`src/rtl/dom_rand_feeder.sv`:
```
// Randomness feeder for the 5-share DOM AND gadget: an 80-bit LFSR with seed load, warm-up and
// valid/ready output. Define DOM_RAND_HEALTH_EN to build the repetition health test (alarm).
module dom_rand_feeder #(
  parameter int unsigned WARMUP_CYCLES = 16,
  parameter logic [79:0] ZERO_SEED_SUB = 80'h0000_0000_0000_0000_0001
) (
  input  logic        clk,
  input  logic        rst,
  input  logic [79:0] seed,
  input  logic        seed_valid,
  input  logic        rnd_ready,
  output logic        rnd_valid,
  output logic [7:0]  r01,
  output logic [7:0]  r02,
  output logic [7:0]  r03,
  output logic [7:0]  r04,
  output logic [7:0]  r12,
  output logic [7:0]  r13,
  output logic [7:0]  r14,
  output logic [7:0]  r23,
  output logic [7:0]  r24,
  output logic [7:0]  r34,
  output logic        alarm
);

  typedef enum logic [1:0] {StIdle, StWarmup, StRun} state_e;

  state_e      state_q, state_d;
  logic [79:0] lfsr_q, lfsr_d, lfsr_adv;
  logic [79:0] word_q, word_d;
  logic [7:0]  cnt_q, cnt_d;
  logic        valid_q, valid_d;

  // One advance is 80 Fibonacci bit-steps, fully unrolled.
  function automatic logic [79:0] advance(input logic [79:0] s);
    logic [79:0] t;
    t = s;
    for (int i = 0; i < 80; i++) begin
      t = {t[78:0], t[79] ^ t[78] ^ t[42] ^ t[41]};
    end
    return t;
  endfunction

  assign lfsr_adv = advance(lfsr_q);

`ifdef DOM_RAND_HEALTH_EN
  logic [79:0] prev_q, prev_d;
  logic        alarm_q, alarm_d;
`endif

  always_comb begin
    state_d = state_q;
    lfsr_d  = lfsr_q;
    word_d  = word_q;
    cnt_d   = cnt_q;
    valid_d = valid_q;
`ifdef DOM_RAND_HEALTH_EN
    prev_d  = prev_q;
    alarm_d = alarm_q;
`endif
    // A seed strobe overrides any concurrent handshake; that handshake consumes nothing.
    if (seed_valid) begin
      lfsr_d  = (seed == '0) ? ZERO_SEED_SUB : seed;
      cnt_d   = '0;
      valid_d = 1'b0;
      state_d = StWarmup;
`ifdef DOM_RAND_HEALTH_EN
      prev_d  = '0;
      alarm_d = 1'b0;
`endif
    end else begin
      unique case (state_q)
        StIdle: ;
        StWarmup: begin
          lfsr_d = lfsr_adv;
          if (cnt_q == WARMUP_CYCLES[7:0]) begin
            word_d  = lfsr_adv;
            valid_d = 1'b1;
            state_d = StRun;
`ifdef DOM_RAND_HEALTH_EN
            prev_d  = lfsr_adv;  // first word is stored but not compared
`endif
          end else begin
            cnt_d = cnt_q + 8'd1;
          end
        end
        StRun: begin
          if (valid_q && rnd_ready) begin
            lfsr_d = lfsr_adv;
            word_d = lfsr_adv;
`ifdef DOM_RAND_HEALTH_EN
            prev_d = lfsr_adv;
            if (lfsr_adv == prev_q) begin
              alarm_d = 1'b1;
              valid_d = 1'b0;
            end
`endif
          end
        end
        default: state_d = StIdle;
      endcase
    end
  end

  always_ff @(posedge clk) begin
    if (rst) begin
      state_q <= StIdle;
      lfsr_q  <= '0;
      word_q  <= '0;
      cnt_q   <= '0;
      valid_q <= 1'b0;
    end else begin
      state_q <= state_d;
      lfsr_q  <= lfsr_d;
      word_q  <= word_d;
      cnt_q   <= cnt_d;
      valid_q <= valid_d;
    end
  end

`ifdef DOM_RAND_HEALTH_EN
  always_ff @(posedge clk) begin
    if (rst) begin
      prev_q  <= '0;
      alarm_q <= 1'b0;
    end else begin
      prev_q  <= prev_d;
      alarm_q <= alarm_d;
    end
  end
  assign alarm = alarm_q;
`else
  assign alarm = 1'b0;
`endif

  assign rnd_valid = valid_q;
  assign r01 = word_q[7:0];
  assign r02 = word_q[15:8];
  assign r03 = word_q[23:16];
  assign r04 = word_q[31:24];
  assign r12 = word_q[39:32];
  assign r13 = word_q[47:40];
  assign r14 = word_q[55:48];
  assign r23 = word_q[63:56];
  assign r24 = word_q[71:64];
  assign r34 = word_q[79:72];

endmodule
```
`config.mk`:
```
export PLATFORM = sky130hd
export DESIGN_NAME = dom_rand_feeder
export DESIGN_NICKNAME = d
export VERILOG_FILES = /design/src/rtl/dom_rand_feeder.sv
export SDC_FILE = /design/constraint.sdc
export NUM_CORES = 1
export LEC_CHECK = 0
export BUFFER_PORTS_ARGS = -buffer_cell sky130_fd_sc_hd__buf_2
export CORE_MARGIN = 2
export CORE_UTILIZATION = 56
export CTS_CLUSTER_SIZE = 24
export DETAILED_ROUTE_END_ITERATION = 6
export PLACE_DENSITY = 0.9
export SYNTH_ARGS = -nofsm -noshare
export SYNTH_HDL_FRONTEND = slang
export SYNTH_SLANG_ARGS = --single-unit
```
`constraint.sdc`:
```
create_clock -name clk -period 2.3 [get_ports clk]
set_input_delay 0.115 -clock clk [delete_from_list [all_inputs] [get_ports clk]]
set_output_delay 0.115 -clock clk [all_outputs]
set_load 0.005 [all_outputs]
```
==> flow_summary.json <==
{
  "syn_nets": 1104,
  "hold_buffers": 4,
  "antenna_found_initial": 0,
  "first_iter_violations": 870,
  "tightest_slew_ps": 842.6,
  "post-route-period-util": 0.8927,
  "syn_inst": 1018,
  "clock_latency_ps": 440,
  "cts_resized": 0,
  "cts-root-buf": "clkbuf_16",
  "async_flop_share": 0,
  "track_usage": 0.2864,
  "dieArea_mm2": 0.01673,
  "pre_cts_ws_ps": 302.5,
  "drv_cap": 0,
  "fmax_mhz": 487.0,
  "finalSetupViolations": 0,
  "first_global_vias": 7481,
  "yosysSeqAreaShare": 0.3891,
  "fin_nets": 1237,
  "synth_edf_count": 0,
  "syn_area_mm2": 0.008797,
  "path_max_fanout": 28,
  "vias": 7840,
  "status": "complete, no violations",
  "drc": 0,
  "fill_cells": 1147,
  "post_drt_wl_per_cell_um": 17.24,
  "gp_congestion": 0.8761,
  "total_power_mw": 14.05,
  "reg2reg_setup_slack_ps": 250,
  "r2r_start": "cnt_q[1]$_SDFFE_PP0N_",
  "setup_tns_ps": 0,
  "synth_area_per_cell_um2": 8.642,
  "grt_overflow_total": 0,
  "clock_path_buffers": 2,
  "area_growth_syn_to_layout_pct": 18.29,
  "wirelength_mm": 23.71,
  "die_h_um": 129.3,
  "grt_max_degree": 184,
  "fin_crit_ps": 2053,
  "htree_levels": 4,
  "grt_first_pass_wirelength_mm": 37.47,
  "min_delay_path_depth": 3,
  "rsz0062_at_grt": "false",
  "p_leak_nw": 4.153,
  "core_mm2": 0.01526,
  "via_per_inst": 5.702,
  "ys.flop_type": "dfxtp_1",
  "dr.pass1.iters": 6,
  "cts_buffers": 17,
  "io_pins": 166,
  "hold_start": "seed[6]",
  "hold_class": "in -> reg",
  "drive_above_1_share": 0.2096,
  "hold_viol": 0,
  "fin_skew_ps": 11.57,
  "cp.arrival_ps": 2380,
  "powerDensity_mw_per_mm2": 1350,
  "post-cts-setup-buffers": 0,
  "slew_violations": 0,
  "final_cell_mix": "dfxtp_1 (171), nand2_1 (167), buf_2 (162)",
  "relSlewSlack": 0.4383,
  "synth_seq_cells": 171,
  "finalWorstSetupSlack_ps": 246.7,
  "cp-start-kind": "flop",
  "hold_end": "lfsr_q[6]$_SDFFE_PP0P_",
  "r2r.worst_path.cells": 8,
  "antennaDiodeCount": 0,
  "ys_types": 41,
  "row_count": 45,
  "required_ps": 2620,
  "die_w_um": 129.3,
  "cts_tree": "done",
  "numPortBuffers": 164,
  "worstReg2RegEnd": "word_q[35]$_SDFFE_PP0P_",
  "antenna_left": 0,
  "critPathKind": "reg -> reg",
  "crit_path_end_kind": "flop",
  "clock-sinks": 171,
  "ir_drop_uv": 814.3,
  "clk_pin_slew_ps": 60,
  "layout_commonest_cell": "dfxtp_1",
  "initial_core_util": 0.5765,
  "yosys_warnings": 0,
  "hpwl_mm": 16.62
}
==> cell usage after synthesis, drive strengths merged (17+ instances only) <==
master  instances  area share
nor3           17      0.0097
o21ai          42       0.024
clkbuf         44       0.019
nand3b         22       0.019
nor2          107       0.046
buf            28       0.015
nor4           21       0.016
a211oi         65       0.058
a21oi          63       0.036
dfxtp         171        0.39
xnor2         115        0.13
xor2           59       0.066
nand2b         18       0.013
nand2         167       0.071
o221ai         22       0.022
==> flip-flops by register name, indices dropped and copies added (netlist names) <==
signal,flops
lfsr_q,80
word_q,80
state_q,2
cnt_q,8
rnd_valid,1
==> power breakdown <==
part	total, mW	switching, mW	internal [mW]
logic	7.34	3.98	3.35
registers	3.93	0.551	3.38
clock network	2.78	1.20	1.58
total	14.0	5.73	8.31
==> metal layers <==
| metal | vias up | GRT usage | wire length [um] |
|---|---|---|---|
| met4 | 0 | 0.1125 | 712 |
| met3 | 55 | 0.05863 | 1797 |
| met2 | 356 | 0.4768 | 11510 |
| li1 | 3742 | - | - |
| met1 | 3687 | 0.3666 | 9687 |
| met5 | - | 0 | 0 |
==> cells by family after synthesis <==
group	after synthesis	synth area share
and+or+nand+nor	372	0.1889
AOI/OAI and AO/OA	208	0.1540
xor gates and xnor gates	188	0.2281
DFF	171	0.3891
buffers and inverters	75	0.03541
adders and majority gates	2	0.002844
other	1	0.0004263
muxes	1	0.001138
==> how the worst max path moves through the flow <==
stage	cells after the start	startpoint	end
after floorplan	8	cnt_q[0]$_SDFFE_PP0N_	word_q[10]$_SDFFE_PP0P_
after global placement	7	cnt_q[0]$_SDFFE_PP0N_	word_q[2]$_SDFFE_PP0P_
after detailed placement	8	cnt_q[1]$_SDFFE_PP0N_	word_q[34]$_SDFFE_PP0P_
after CTS	8	cnt_q[1]$_SDFFE_PP0N_	word_q[35]$_SDFFE_PP0P_
after global routing	8	cnt_q[1]$_SDFFE_PP0N_	word_q[35]$_SDFFE_PP0P_
final	8	cnt_q[1]$_SDFFE_PP0N_	word_q[35]$_SDFFE_PP0P_
==> metrics by stage <==
| stage | hold slack (ps) | area, um^2 | std cells | util |
|---|---|---|---|---|
| floorplan | 319.7 | 8797 | 1018 | - |
| global placement | 428.0 | 9798 | 1339 | 0.6421 |
| detailed placement | 431.9 | 9798 | 1339 | 0.6421 |
| CTS | 1.681 | 10410 | 1375 | 0.6820 |
| global route | 7.729 | 10410 | 1375 | 0.6820 |
| finish | 3.613 | 10410 | 1375 | 0.6820 |
==> area by class of cell <==
class	count	area, um^2	share of cell area
clock buffer	24	481.7	0.04629
clock inverter	8	86.33	0.008296
inverter	3	11.26	0.001082
multi-input combinational	772	5076	0.4878
sequential	171	3423	0.3290
tap	211	264.0	0.02537
timing repair buffer	186	1064	0.1022
==> worst max-delay path, cell delays in order (launching register included) <==
cell and delay (ps):
dfxtp_1 350, inv_1 100, ha_1 140, and4bb_2 230, nand3_1 180, a21oi_4 280
buf_4 320, nor2_1 80, a211oi_1 260
(Power assumes the default switching activity.)
